--- config.mk ---
export PLATFORM = sky130hd
export DESIGN_NAME = pwm_timer
export DESIGN_NICKNAME = d
export VERILOG_FILES = /design/src/rtl/pwm_timer.sv
export SDC_FILE = /design/constraint.sdc
export NUM_CORES = 1
export LEC_CHECK = 0
export CAP_MARGIN = 40
export CELL_PAD_IN_SITES_DETAIL_PLACEMENT = 1
export CELL_PAD_IN_SITES_GLOBAL_PLACEMENT = 2
export CORE_MARGIN = 2
export CORE_UTILIZATION = 29
export CTS_BUF_LIST = sky130_fd_sc_hd__clkbuf_8 sky130_fd_sc_hd__clkbuf_16
export DETAILED_ROUTE_END_ITERATION = 10
export PLACE_DENSITY = 0.86
export SLEW_MARGIN = 5
export SYNTH_ARGS = -nofsm -noshare
export SYNTH_HDL_FRONTEND = slang
export SYNTH_SLANG_ARGS = --single-unit
export TNS_END_PERCENT = 50
--- constraint.sdc ---
create_clock -name i_clk -period 2.6 [get_ports i_clk]
set_input_delay 0.78 -clock i_clk [delete_from_list [all_inputs] [get_ports i_clk]]
set_output_delay 0.78 -clock i_clk [all_outputs]
set_load 0.05 [all_outputs]
--- src/rtl/pwm_timer.sv ---
// PWM generator / one-shot timer advanced by rising edges of a divided slow clock.
// Define PWM_TIMER_SHADOW_EN to latch period/duty at run start and on every wrap.
module pwm_timer #(
  parameter int unsigned CNT_W = 16
) (
  input  logic             i_clk,
  input  logic             i_rst_n,
  input  logic             i_slow_clk,
  input  logic             i_en,
  input  logic             i_mode,
  input  logic [CNT_W-1:0] i_period,
  input  logic [CNT_W-1:0] i_duty,
  input  logic             i_irq_clr,
  output logic             o_pwm,
  output logic             o_irq,
  output logic [CNT_W-1:0] o_count,
  output logic             o_busy
);

  typedef enum logic [1:0] {
    IDLE = 2'd0,
    RUN  = 2'd1,
    DONE = 2'd2
  } state_t;

  localparam logic [CNT_W-1:0] ONE = CNT_W'(1);
  localparam logic [CNT_W-1:0] TWO = CNT_W'(2);

  state_t           state, state_nxt;
  logic [CNT_W-1:0] count, count_nxt;
  logic [CNT_W-1:0] period_act, duty_act;
  logic             slow_q;
  logic             tick;
  logic             irq_set;

  assign tick    = i_slow_clk & ~slow_q;
  assign o_count = count;
  assign o_busy  = (state == RUN);

`ifdef PWM_TIMER_SHADOW_EN
  logic [CNT_W-1:0] period_sh, duty_sh;
  logic             load_shadow;

  // Reload on run entry and on a PWM wrap that keeps us in RUN.
  always_comb begin
    load_shadow = ((state == IDLE) && (state_nxt == RUN)) ||
                  (irq_set && (state_nxt == RUN));
  end

  always_ff @(posedge i_clk or negedge i_rst_n) begin
    if (!i_rst_n) begin
      period_sh <= '0;
      duty_sh   <= '0;
    end else if (load_shadow) begin
      period_sh <= i_period;
      duty_sh   <= i_duty;
    end
  end

  assign period_act = period_sh;
  assign duty_act   = duty_sh;
`else
  assign period_act = i_period;
  assign duty_act   = i_duty;
`endif

  always_comb begin
    state_nxt = state;
    count_nxt = count;
    irq_set   = 1'b0;
    unique case (state)
      IDLE: begin
        if (i_en && (i_period >= TWO)) begin
          state_nxt = RUN;
          count_nxt = '0;
        end
      end
      RUN: begin
        if (!i_en || (period_act < TWO)) begin
          state_nxt = IDLE;
          count_nxt = '0;
        end else if (tick && (count >= period_act - ONE)) begin
          // >= also catches an unshadowed period shrinking below count+1
          irq_set = 1'b1;
          if (i_mode) begin
            state_nxt = DONE;
            count_nxt = period_act - ONE;
          end else begin
            count_nxt = '0;
          end
        end else if (tick) begin
          count_nxt = count + ONE;
        end
      end
      DONE: begin
        if (!i_en) begin
          state_nxt = IDLE;
          count_nxt = '0;
        end
      end
      default: begin
        state_nxt = IDLE;
        count_nxt = '0;
      end
    endcase
  end

  always_ff @(posedge i_clk or negedge i_rst_n) begin
    if (!i_rst_n) begin
      state  <= IDLE;
      count  <= '0;
      slow_q <= 1'b0;
    end else begin
      state  <= state_nxt;
      count  <= count_nxt;
      slow_q <= i_slow_clk;
    end
  end

  always_ff @(posedge i_clk or negedge i_rst_n) begin
    if (!i_rst_n) begin
      o_pwm <= 1'b0;
      o_irq <= 1'b0;
    end else begin
      o_pwm <= (state == RUN) && !i_mode && (count < duty_act);
      if (irq_set)
        o_irq <= 1'b1;
      else if (i_irq_clr)
        o_irq <= 1'b0;
    end
  end

endmodule

==> metrics.log, run 1 <==
[metrics] status: finished with violations
[metrics] failing checks: negative setup slack
[metrics] minimum clock period after layout: 3.47 ns
[metrics] global-route wire length before repair: 14.0 mm
[metrics] worst-case clock skew: 0.00488 ns
[metrics] least setup slack across all paths after layout: -0.869 ns
[metrics] n_diodes: 0
[metrics] H-tree levels: 1
[metrics] Initial Utilization: 30.2%
[metrics] cell breakdown of the critical path: buf_12 -> inv_16 -> ha_4 -> nor3b_4 -> nand2_2 -> or3_4 -> xor2_2 -> ha_1 -> and4_4 -> nand3_2 -> a221o_1 -> and3_4 -> a31o_1 -> a221o_1
[metrics] clock tree from TritonCTS: built
[metrics] switching pwr: 295 uW
[metrics] critical path type: primary input to register
[metrics] crit end category: register
[metrics] via count of the first global-routing pass: about 2,900
[metrics] largest net degree at the start of global routing: 22
[metrics] startpoint type of the worst setup path: primary input
[metrics] total power density per cell area: 231 nW/um2
[metrics] post-DR wirelength/cell: 17.1 um
[metrics] Cell Area, Synth: 2360 um2
[metrics] cells after synthesis: 283
[metrics] number of instances on the worst hold path: 2
[metrics] Buffers on Ports: 56
[metrics] Root Buffer: sky130_fd_sc_hd__clkbuf_8
[metrics] Post-synth ARST share: 100%
[metrics] GRT Resource Usage Total: 19.6%
[metrics] post-route clock period utilization: 133%
[metrics] post-detailed-routing wire length: 8.95 mm
[metrics] synthesized netlist net count: roughly 360
[metrics] Logic pwr share: 38.6%
[metrics] clock sink total: 21
[metrics] total via count after detailed routing: 2,855
[metrics] area of the core: 7810 um2
[metrics] Synth Warn #: 0
[metrics] number of hold-slack violations in the final timing report: 0
[metrics] DP HPWL: about 6.5 mm
[metrics] growth of design area from synthesis to finish: 68.0%
[metrics] Routed Antenna Nets: 0
[metrics] footprint of the multi-input gates: between 1500 and 2000 um2
[metrics] Clock Power Share: 24.3%
[metrics] number of storage elements in the synthesis netlist: 21
[metrics] Critical Path AT: 3.61 ns
[metrics] count of distinct cell types in the synthesized netlist: 52
[metrics] area enclosed by the die boundary: 8860 um2
[metrics] total clock buffers created by CTS: 3
[metrics] ratio of cells with drive above 1 in the final layout: 31.7%
[metrics] chip width: 94.1 um
[metrics] maximum operating frequency: 288 MHz
[metrics] number of filler instances in the final layout: a little over 900
[metrics] leakage component of the power: ~0.0019 uW
[metrics] post-place setup slack: -1.45 ns
[metrics] number of max-capacitance violations reported: 0
[metrics] maximum clock insertion buffer count: 2
[metrics] gpl congestion: around 0.85
[metrics] final core utilization: 50.7%
[metrics] register area share after synthesis: 22.3%
[metrics] Final #Nets: a little under 500
[metrics] Worst Hold Class: register to register
[metrics] setup violation total in the final timing report: 19
[metrics] number of vias per cell after detailed routing: 5.47
[metrics] number of DRC violations after detailed routing: 0
[metrics] fraction of power consumed by sequential logic: between 30% and 40%
[metrics] number of pins exceeding their max-slew limit in the final report: 0
[metrics] delay of the slowest critical-path stage: 0.40 ns
[metrics] mean post-synth cell area: ~8.3 um2
[metrics] grt total ovfl: 0
[metrics] Hold Buf Count CTS: 0
[metrics] worst voltage drop across the vdd grid: 149 uV
[metrics] number of antenna violations at the first check in global routing: 0
[metrics] clock transition time at the flip-flop clock pins of the worst setup and hold paths: 0.08 ns
[metrics] FF-to-FF path depth: 7
[metrics] number of primary I/O pins: 57
[metrics] Die Height: 94.1 um
[metrics] worst relative slew slack: 66.2%
[metrics] RSZ-0062 raised after global routing: yes
[metrics] proportion of total power due to net switching: around 32%
[metrics] first-pass iteration count of the detailed router: 4
[metrics] Post-synth top flop: sky130_fd_sc_hd__dfrtp_1
[metrics] detailed router's first-iteration violation count: 158
[metrics] transition at the pin with the smallest max-transition slack: between 0.5 and 0.6 ns
[metrics] number of flops mapped to enable cells by yosys: 0
[metrics] area of all sequential standard cells: 526 um2
[metrics] clk_lat worst skew: 0.27 ns
[metrics] cell row count: 32
[metrics] cell type of the slowest stage on the worst timing path: sky130_fd_sc_hd__or3_4
[metrics] Crit path required time: 2.74 ns
[metrics] internal power: roughly 620 uW
[metrics] top fanout value on the critical path: 5
[metrics] most frequent cell on the critical path: sky130_fd_sc_hd__a221o_1
-- state kept, by name, indices dropped and copies added (netlist names) --
register	count
o_count	16
slow_q	1
state	2
o_pwm	1
o_irq	1
-- per-stage QoR --
step	total power, uW	std cells	TNS (ns)	instance area [um2]	hold slack (ns)
2_1_floorplan	477	283	-14.20	2430	0.484
3_3_place_gp	660	498	-23.93	3560	0.523
3_5_place_dp	671	498	-25.49	3560	0.528
4_1_cts	897	516	-12.72	3800	0.547
5_1_grt	955	522	-15.75	3960	0.598
6_report	915	522	-13.58	3960	0.556
-- final timing paths --
check	from	to	slack [ns]
min in group asynchronous	i_rst_n	state[1]	0.86
worst min register to register	o_irq	o_irq	0.56
max in group asynchronous	i_rst_n	o_count[5]	1.51
worst min-delay path	o_irq	o_irq	0.56
worst max-delay path	i_period[0]	o_count[5]	-0.87
worst max register to register	o_count[11]	o_count[5]	0.17
-- what timing repair did --
| action | 4_1_cts | 5_1_grt |
|---|---|---|
| buffers inserted | 12 | 8 |
| pin swaps | 27 | 30 |
| cloned | 2 | 0 |
| setup endpoints to repair | 19 | 19 |
| gates resized for setup | 52 | 31 |
-- power by group through the flow --
stage | Combinational [uW] | Sequential (uW) | Clock (uW)
after floorplan | 124 | 353 | 0
after global placement | 315 | 346 | 0
after detailed placement | 325 | 346 | 0
after CTS | 338 | 339 | 220
after global routing | 383 | 340 | 232
final | 353 | 340 | 222
-- Yosys cell counts (2+ instances only) --
cell,count,share of area (%)
sky130_fd_sc_hd__xnor2_1,4,1.5
sky130_fd_sc_hd__nor2_1,17,2.7
sky130_fd_sc_hd__a22oi_1,5,1.6
sky130_fd_sc_hd__nand4_1,11,2.9
sky130_fd_sc_hd__nand4b_1,2,0.74
sky130_fd_sc_hd__nor4_1,4,1.1
sky130_fd_sc_hd__a21o_1,6,1.9
sky130_fd_sc_hd__dfrtp_1,21,22
sky130_fd_sc_hd__nand3_1,13,2.8
sky130_fd_sc_hd__a221o_1,8,3.4
sky130_fd_sc_hd__nand2_1,22,3.5
sky130_fd_sc_hd__clkbuf_1,5,0.80
sky130_fd_sc_hd__a21oi_1,10,2.1
sky130_fd_sc_hd__nor4_2,2,1.1
sky130_fd_sc_hd__mux2i_1,2,0.85
sky130_fd_sc_hd__o21a_1,2,0.64
sky130_fd_sc_hd__a31o_1,7,2.6
sky130_fd_sc_hd__nor3_1,18,3.8
sky130_fd_sc_hd__and4_1,3,1.1
sky130_fd_sc_hd__o21ai_0,5,1.1
sky130_fd_sc_hd__nand2b_1,2,0.53
sky130_fd_sc_hd__o31a_1,3,1.1
sky130_fd_sc_hd__inv_1,22,3.5
sky130_fd_sc_hd__xor2_1,9,3.3
sky130_fd_sc_hd__nor2b_1,5,1.3
sky130_fd_sc_hd__o211ai_1,6,1.9
sky130_fd_sc_hd__ha_1,34,18
sky130_fd_sc_hd__or3_1,8,2.1
sky130_fd_sc_hd__o21ai_1,4,0.85
-- cell type report --
class                           instances  share of cell area (%)
Inverter                               22                    2.81
Multi-Input combinational cell        235                    48.4
Tap cell                              102                    3.22
Clock buffer                            3                    1.04
Timing Repair Buffer                  138                    31.1
Sequential cell                        21                    13.3
Clock inverter                          1                  0.0948
-- critical path: cells and delay by family --
kind	cells	cell delay [ns]
AND/OR/NAND/NOR	6	1.20
AO/OA/AOI/OAI	3	0.91
adder cells (fa/ha/maj)	2	0.39
XOR/XNOR	1	0.18
buffers and inverters	2	0.16
-- kinds of logic (layout without fill, tap and decap cells) --
group	after synthesis	after routing	share of synthesized area [%]
simple gates	121	123	29.0
mux	2	2	0.850
xor+xnor	13	13	4.83
flops	21	21	22.3
fa+ha+maj	34	34	18.1
compound gates	63	63	20.0
buf+inv	29	164	4.94
-- layout by cell type (no fill, tap or decap), drive strengths merged, types with 6 or more instances in the layout --
| cell | instances |
|---|---|
| nand4 | 12 |
| nor3 | 19 |
| or3 | 8 |
| xor2 | 9 |
| clkdlybuf4s50 | 40 |
| nor4 | 7 |
| nand3 | 13 |
| inv | 23 |
| a31o | 7 |
| o21ai | 9 |
| a221o | 8 |
| o211ai | 6 |
| dlygate4sd2 | 9 |
| a21oi | 10 |
| a21o | 6 |
| nor2 | 18 |
| ha | 34 |
| nand2 | 23 |
| buf | 86 |
| dfrtp | 21 |
-- layer usage --
metal / vias to the layer above / wire [um] / part of all wire, % / GRT usage (%)
met5: - / 0 / 0 / 0
met4: 0 / 172 / 1.9 / 4.59
met3: 13 / 352 / 3.9 / 1.20
met2: 87 / 4440 / 50 / 35.1
met1: 1407 / 3990 / 45 / 25.7
li1: 1348 / - / - / -
No activity file was read; power rests on OpenSTA's default activity.
==> run 2: changes to the inputs <==
Settings changed: CTS_CLUSTER_DIAMETER set to 100.
==> results of run 2 <==
The final DEF is identical to that of run 1; final timing and power are the same.
